File: src/rtl/uart_bridge_pkg.sv
// Shared command codes, response code and FSM state encoding for the UART bus
// bridge responder.
package uart_bridge_pkg;

  localparam logic [7:0] CMD_WRITE = 8'h57;
  localparam logic [7:0] CMD_READ  = 8'h52;
  localparam logic [7:0] RESP_ACK  = 8'h06;

  typedef enum logic [2:0] {
    IDLE,
    ADDR,
    DATA,
    BUS_REQ,
    RD_WAIT,
    TX_RESP,
    TX_GUARD,
    TX_WAIT
  } state_t;

  function automatic logic is_cmd(input logic [7:0] b);
    return (b == CMD_WRITE) || (b == CMD_READ);
  endfunction

endpackage

File: src/rtl/uart_rx_fetch.sv
// Byte fetch from the UART receiver: consumes a pending byte when enabled and
// blanks rx_ready for one cycle after each clear while the receiver drops it.
module uart_rx_fetch (
  input  logic       i_clk,
  input  logic       i_rstn,
  input  logic       i_en,
  input  logic       i_rx_ready,
  input  logic [7:0] i_rx_data,
  output logic       o_rx_ready_clr,
  output logic       o_byte_valid,
  output logic [7:0] o_byte
);

  logic r_guard;
  logic w_take;

  assign w_take         = i_rstn && i_en && i_rx_ready && !r_guard;
  assign o_rx_ready_clr = w_take;
  assign o_byte_valid   = w_take;
  assign o_byte         = i_rx_data;

  always_ff @(posedge i_clk) begin
    if (!i_rstn) r_guard <= 1'b0;
    else         r_guard <= w_take;
  end

endmodule

File: src/rtl/uart_bridge_responder.sv
// Far-end UART bus bridge: parses write/read command frames into single-beat
// bus requests and answers with one byte. Optional inter-byte timeout under
// macro UART_BRIDGE_TIMEOUT_EN.
//
// state    | meaning
// IDLE     | waiting for a command byte (0x57 write / 0x52 read)
// ADDR     | shifting in address bytes, MSB first
// DATA     | waiting for the write data byte
// BUS_REQ  | m_valid high until m_ready
// RD_WAIT  | waiting for m_rvalid
// TX_RESP  | waiting for the transmitter to go idle, then pulse tx_en
// TX_GUARD | one cycle for the transmitter to raise tx_busy
// TX_WAIT  | waiting for the response byte to finish
module uart_bridge_responder
  import uart_bridge_pkg::*;
#(
  parameter int ADDR_BYTES     = 2,
  parameter int DATA_WIDTH     = 8,
  parameter int TIMEOUT_CYCLES = 52080
) (
  input  logic                    i_clk,
  input  logic                    i_rstn,
  input  logic [7:0]              i_rx_data,
  input  logic                    i_rx_ready,
  output logic                    o_rx_ready_clr,
  output logic [7:0]              o_tx_data,
  output logic                    o_tx_en,
  input  logic                    i_tx_busy,
  output logic [8*ADDR_BYTES-1:0] o_m_addr,
  output logic [DATA_WIDTH-1:0]   o_m_wdata,
  output logic                    o_m_wr,
  output logic                    o_m_valid,
  input  logic                    i_m_ready,
  input  logic [DATA_WIDTH-1:0]   i_m_rdata,
  input  logic                    i_m_rvalid,
  output logic                    o_frame_err,
  output logic                    o_busy
);

  localparam int ADDR_W = 8 * ADDR_BYTES;
  localparam int CNT_W  = (ADDR_BYTES > 1) ? $clog2(ADDR_BYTES) : 1;

  state_t                r_state;
  state_t                w_next;
  logic [ADDR_W-1:0]     r_addr;
  logic [DATA_WIDTH-1:0] r_wdata;
  logic                  r_is_wr;
  logic [CNT_W-1:0]      r_cnt;
  logic [7:0]            r_resp;

  logic       w_fetch_en;
  logic       w_byte_valid;
  logic [7:0] w_byte;
  logic       w_ferr;
  logic       w_tx_en;
  logic       w_tmo_hit;

  uart_rx_fetch u_fetch (
    .i_clk          (i_clk),
    .i_rstn         (i_rstn),
    .i_en           (w_fetch_en),
    .i_rx_ready     (i_rx_ready),
    .i_rx_data      (i_rx_data),
    .o_rx_ready_clr (o_rx_ready_clr),
    .o_byte_valid   (w_byte_valid),
    .o_byte         (w_byte)
  );

  assign w_fetch_en = (r_state == IDLE) || (r_state == ADDR) || (r_state == DATA);

`ifdef UART_BRIDGE_TIMEOUT_EN
  localparam int TMO_W = $clog2(TIMEOUT_CYCLES + 1);
  logic [TMO_W-1:0] r_tmo;
  logic             w_in_frame;

  assign w_in_frame = (r_state == ADDR) || (r_state == DATA);
  // Fires on the cycle the idle count would reach TIMEOUT_CYCLES.
  assign w_tmo_hit  = w_in_frame && !w_byte_valid && (r_tmo == TMO_W'(TIMEOUT_CYCLES - 1));

  always_ff @(posedge i_clk) begin
    if (!i_rstn)                                       r_tmo <= '0;
    else if (w_in_frame && !w_byte_valid && !w_tmo_hit) r_tmo <= r_tmo + 1'b1;
    else                                               r_tmo <= '0;
  end
`else
  logic w_unused_tmo;
  assign w_unused_tmo = (TIMEOUT_CYCLES == 0);
  assign w_tmo_hit    = 1'b0;
`endif

  always_comb begin
    w_next  = r_state;
    w_ferr  = 1'b0;
    w_tx_en = 1'b0;
    case (r_state)
      IDLE: begin
        if (w_byte_valid) begin
          if (is_cmd(w_byte)) w_next = ADDR;
          else                w_ferr = 1'b1;
        end
      end
      ADDR: begin
        if (w_byte_valid && (r_cnt == CNT_W'(ADDR_BYTES - 1)))
          w_next = r_is_wr ? DATA : BUS_REQ;
      end
      DATA:     if (w_byte_valid) w_next = BUS_REQ;
      BUS_REQ:  if (i_m_ready) w_next = r_is_wr ? TX_RESP : RD_WAIT;
      RD_WAIT:  if (i_m_rvalid) w_next = TX_RESP;
      TX_RESP: begin
        if (!i_tx_busy) begin
          w_tx_en = 1'b1;
          w_next  = TX_GUARD;
        end
      end
      TX_GUARD: w_next = TX_WAIT;
      TX_WAIT:  if (!i_tx_busy) w_next = IDLE;
      default:  w_next = IDLE;
    endcase
    if (w_tmo_hit) begin
      w_ferr = 1'b1;
      w_next = IDLE;
    end
  end

  always_ff @(posedge i_clk) begin
    if (!i_rstn) begin
      r_state <= IDLE;
      r_addr  <= '0;
      r_wdata <= '0;
      r_is_wr <= 1'b0;
      r_cnt   <= '0;
      r_resp  <= '0;
    end else begin
      r_state <= w_next;
      case (r_state)
        IDLE: begin
          if (w_byte_valid && is_cmd(w_byte)) begin
            r_is_wr <= (w_byte == CMD_WRITE);
            r_cnt   <= '0;
          end
        end
        ADDR: begin
          if (w_byte_valid) begin
            r_addr <= (r_addr << 8) | ADDR_W'(w_byte);
            r_cnt  <= r_cnt + 1'b1;
          end
        end
        DATA:    if (w_byte_valid) r_wdata <= DATA_WIDTH'(w_byte);
        BUS_REQ: if (i_m_ready && r_is_wr) r_resp <= RESP_ACK;
        RD_WAIT: if (i_m_rvalid) r_resp <= 8'(i_m_rdata);
        default: ;
      endcase
    end
  end

  // Pulses are gated by rstn so nothing fires while reset is asserted.
  assign o_tx_en     = w_tx_en && i_rstn;
  assign o_frame_err = w_ferr && i_rstn;
  assign o_tx_data   = r_resp;
  assign o_m_valid   = (r_state == BUS_REQ);
  assign o_m_addr    = r_addr;
  assign o_m_wdata   = r_wdata;
  assign o_m_wr      = r_is_wr;
  assign o_busy      = (r_state != IDLE);

endmodule

File: config.mk
export PLATFORM = sky130hd
export DESIGN_NAME = uart_bridge_responder
export DESIGN_NICKNAME = d
export VERILOG_FILES = /design/src/rtl/uart_bridge_pkg.sv /design/src/rtl/uart_rx_fetch.sv /design/src/rtl/uart_bridge_responder.sv
export SDC_FILE = /design/constraint.sdc
export NUM_CORES = 1
export LEC_CHECK = 0
export BUFFER_PORTS_ARGS = -buffer_cell sky130_fd_sc_hd__buf_2
export CAP_MARGIN = 20
export CORE_AREA = 3 3 67 69
export CTS_BUF_LIST = sky130_fd_sc_hd__clkbuf_4
export CTS_CLUSTER_SIZE = 20
export DETAILED_ROUTE_END_ITERATION = 10
export DIE_AREA = 0 0 70 72
export GPL_TIMING_DRIVEN = 0
export MAX_ROUTING_LAYER = met4
export PLACE_DENSITY_LB_ADDON = 0.12
export SLEW_MARGIN = 20
export SYNTH_ARGS = -nofsm -noshare
export SYNTH_HDL_FRONTEND = slang
export SYNTH_SLANG_ARGS = --single-unit
export TNS_END_PERCENT = 5
File: constraint.sdc
create_clock -name i_clk -period 1.8 [get_ports i_clk]
set_clock_uncertainty 0.1 [all_clocks]
set_input_delay 0 -clock i_clk [delete_from_list [all_inputs] [get_ports i_clk]]
set_output_delay 0 -clock i_clk [all_outputs]
set_load 0.005 [all_outputs]
# Word-level counts from Yosys, hierarchy flattened
# Cells that the tools add are included.
# classes
add_sub_neg	1
eq_ne	20
mux	22
n_bitwise	1
n_reduce_logical	22
# ops
op	count
3-bit 2-to-1 mux	8
3-bit one-hot mux with 8 select lines	1
8-bit by 7-bit == test with 1-bit output (second input constant)	2
8-bit 2-to-1 mux	2
16-bit by 8-bit OR with 16-bit output	1
8-bit one-hot mux with 2 select lines	1
3-bit == test (second input constant)	4
2-bit != test (second input constant)	6
2-bit by 1-bit != test with 1-bit output (second input constant)	5
1-bit 2-to-1 mux	9
1-bit logical AND	8
8-bit AND reduction	1
3-bit by 2-bit == test with 1-bit output (second input constant)	2
2-bit AND reduction	3
3-bit AND reduction	2
2-bit nonzero test	2
3-bit by 1-bit == test with 1-bit output (second input constant)	1
3-bit zero test	1
1-bit logical OR	3
3-bit nonzero test	1
1-bit one-hot mux with 2 select lines	1
1-bit adder (second input constant)	1
1-bit zero test	1
# totals
register_bits	38
in_bits	22
output_inout_bits	38
wordCells	73

# Longest topological paths before layout
# logic_depth
depth_word	9
depth_mapped	7
ltp_nobuf	6

# Modules after synthesis
# Synthesis repeated with hierarchy kept, for this count alone.
# hier_totals
cells_unflattened	198
hier_area_um2	1694.1
# by_module_without_submodules
module	n_inst	cells_per_inst	area_each_um2	seq_area_each_um2
uart_bridge_responder	1	186	1586.5	740.7
uart_rx_fetch	1	12	107.6	20.0

# Worst setup path after synthesis
# No wires, ideal clock.
# synth_timing
kind	reg2reg
start	register r_state[0]
end	register r_state[0]
arrival_ns	1.436
path_slack_ns	0.139
stages_incl_launch_ff	7
n_path_buf	0
synth_period_minus_slack_ns	1.661
cell_sequence	dfxtp_1 > inv_1 > ha_1 > or2_2 > o211ai_1 > o22ai_2 > mux2i_1
# synth_between
elab_chain_cells	9
word_cells_on_any_way	24
classes_between	eq/ne (15); mux (1); reduce/logical (8)
# synth_rtl
item	line	source
from (decl)	uart_bridge_responder.sv:43	state_t r_state;
from (signal assigned)	uart_bridge_responder.sv:134	r_state <= w_next;
3-bit by 1-bit == test with 1-bit output or 3-bit zero test (tied branches)	uart_bridge_responder.sv:69, uart_bridge_responder.sv:95	
1-bit logical OR (2 in series)	uart_bridge_responder.sv:69	assign w_fetch_en = (r_state == IDLE) || (r_state == ADDR) || (r_state == DATA);
1-bit logical AND (3 in series)	uart_rx_fetch.sv:17	assign w_take = i_rstn && i_en && i_rx_ready && !r_guard;
1-bit logical AND	uart_bridge_responder.sv:103	if (w_byte_valid && (r_cnt == CNT_W'(ADDR_BYTES - 1)))
2-bit by 1-bit != test with 1-bit output (no line)	-	
8-bit AND reduction (no line)	-	
# Parallel ways exist; a longest one is shown, timed or not.
# A chain may end at the register's enable or synchronous reset.

# Worst setup path after layout
# layout_timing
start	register r_state[1]
end	register r_state[1]
# Same word-level chain as after synthesis.

==> reports/summary.txt <==
DRT iter0 DRCs - 65
ys async rst share - 0%
leading area contributor after synthesis - dfxtp_1
CTS tree - built
die area - 5040 µm²
synthesis-to-layout area growth - 36.1%
synth warn - 0
CTS buffer count - 5
crit path DAT - 1.88 ns
DR pass1 iterations - 4
count of input and output buffers - 58
Comb pwr share - 27.5%
initial antenna violation count - 0
gr ovfl total - 0
antenna viol nets, final - 0
share of the synthesized area in the top cell type - 42.7%
max incr delay on CP - 0.36 ns
crit end category - flip-flop
largest net degree at the start of global routing - 13
cells after synthesis - 196
fraction of layout cells with a size suffix above 1 - 31.3%
fill cell count - 371
Antenna diodes - 0
clock slew at reported path FFs - 0.12 ns
Fin. Hold Viols - 0
fin crit share - 94.5%
largest cells by area after synthesis - dfxtp_1 43%, nand2_1 10%, a21boi_1 6.3%, nor2b_1 3.5%, a21boi_0 3.4%
Routed WL - 4.39 mm
initial core utilization - 44.8%
FF-to-FF End - r_state[1]
DRC - 0
worst skew pair latency - 0.34 ns
multi-input logic area - 951 µm²
clk root buf - clkbuf_4
IO Count - 60
max cap viols - 0
Hold Path Depth - 4
Hold Startpoint - i_rx_ready
Die Wd - 70 µm
Pint - 1270 µW
Reg2Reg Setup Slack - 0.1 ns
Switching Share - 30.8%
vias per inst - 5.05
Power Density - 755 nW/µm²
CP Launch Type - flip-flop
post-synthesis sequential area ratio - 42.7%
Post-CTS Setup Bufs - 0
number of synthesized flops with an enable pin - 0
most frequent cells in the layout - 59 x buf_2, 49 x nand2_1, 36 x dfxtp_1
cell count of the worst reg-to-reg path - 6
hold endpoint - o_m_wdata[0]
Sw Pwr - 563 µW
clk sinks - 38
slowest CP cell - dfxtp_2
final net count - 306
Core Area - 3970 µm²
Reg power frac - 49.0%
syn avg cell area - 9.08 µm²
Most used DFF post-synth - dfxtp_1
Crit Path Class - reg2reg
critical path required time - 1.97 ns
Tot GR Track Use - 19.3%
clock share of power - 23.5%
die height - 72 µm
post-DR wirelength/cell - 13.3 µm
Crit Path Max Fanout - 8
leakage - 0.00107 µW
Post-Syn Nets - 222
f_max - 588 MHz
Post-Place Cells - 304
VDD IR max - 0.000390 V
via count - 1,671
critical path, cell by cell - inv_1, ha_4, or2_4, o211ai_1, o22ai_2, mux2i_1
Yosys reg bits - 38
storage element area - 763 µm²
Hold Path Class - in2reg
gpl congestion - 0.887
Netlist cell types - 39
outcome - complete, no violations
vias in the first global route - 1,632
CTS H-Tree Depth - 2
most common cell after layout, fill and taps aside - buf_2
min Tclk post-route - 1.70 ns
setup_tns - 0 ns
Slew HR - 68.6%
standard-cell rows - 23
first-pass GRT wire length - 7.65 mm
HPWL after DPL - 3.17 mm
Max clock buf depth - 2
max-slew violations - 0
synthesized area - 1780 µm²
# setup viols final - 0
slew at the pin closest to its max-slew limit - 0.471 ns
final std cells w/o fill - 331
Reg-to-Reg Start - r_state[1]
## worst max-delay path by stage
stage                          start           end  slack, ns
after detailed placement  r_state[0]  o_tx_data[7]      -0.06
after CTS                 r_state[1]  o_tx_data[7]       0.01
after floorplan           r_state[0]    r_state[0]       0.14
after global routing      r_state[1]    r_state[0]      -0.02
final                     r_state[1]    r_state[1]        0.1
after global placement    r_state[0]  o_tx_data[7]      -0.05
## Yosys cell counts, types with 2 or more instances
cell	n
nand2_1	49
dfxtp_1	38
a21boi_1	15
nand3_1	11
nor2b_1	10
a21boi_0	8
a22oi_1	6
clkbuf_1	6
inv_1	6
ha_1	4
o211a_1	4
mux2i_1	3
o211ai_1	3
o21ai_0	3
a21oi_1	2
buf_2	2
buf_6	2
o21a_1	2
o22ai_1	2
## cell families after synthesis
kind of cell	count (synthesis)	synth area share, %
adder cells (fa/ha/maj)	4	2.81
buffers and inverters	18	5.62
AND/OR/NAND/NOR	80	23.3
multiplexers	3	1.69
AO/OA/AOI/OAI	52	23.4
XOR/XNOR	1	0.492
flip-flops	38	42.7
## per-stage QoR
stage	worst slack, ns	utilization (%)	cell area (µm²)	total power [µW]	hold WS (ns)
2_1_floorplan	0.139	-	1780	1200	0.0348
3_3_place_gp	-0.0514	53.7	2130	1330	0.175
3_5_place_dp	-0.0625	53.7	2130	1330	0.178
4_1_cts	0.0103	60.4	2400	1820	0.0725
5_1_grt	-0.0210	61.0	2420	1950	0.0996
6_report	0.0982	61.0	2420	1830	0.0875
## power groups by stage
stage / Combinational, µW / Clock, µW / Sequential, µW
after global placement: 421 / 0 / 906
final: 503 / 431 / 897
after floorplan: 298 / 0 / 903
after detailed placement: 424 / 0 / 906
after CTS: 476 / 449 / 890
after global routing: 563 / 490 / 901
## worst max-delay path, delay by kind of cell (launching register included)
family	cells	cell delay, ns
muxes	1	0.22
and+or+nand+nor	1	0.16
buffers and inverters	1	0.14
DFF	1	0.36
AOI/OAI and AO/OA	2	0.46
adders and majority gates	1	0.20
## layer usage
| layer | GRT usage, % | routed length [µm] | vias up |
|---|---|---|---|
| met1 | 24.9 | 2040 | 759 |
| met4 | 6.60 | 98 | 0 |
| met3 | 5.12 | 273 | 10 |
| met5 | - | 0 | - |
| li1 | - | - | 848 |
| met2 | 29.4 | 1980 | 54 |
## final cells by class
cell class	count	area share [%]
Sequential cell	38	31.5
Clock buffer	5	1.55
Inverter	6	0.929
Clock inverter	3	0.671
Tap cell	50	2.58
Timing Repair Buffer	78	20.2
Multi-Input combinational cell	140	39.2
Buffer	11	3.30
## timing repair
action	CTS	global route
endpoints found under the hold margin	26	0
cloned	0	0
hold buffers	20	0
gates resized for setup	6	8
pin swaps	0	2
endpoints found under the setup margin	13	12
## flip-flops by register name (all words and copies together) (netlist names)
name             count
o_m_addr            16
o_m_wdata            8
o_tx_data            8
r_state              3
o_m_wr               1
r_cnt                1
u_fetch.r_guard      1
Power figures use the tool's default switching activity.
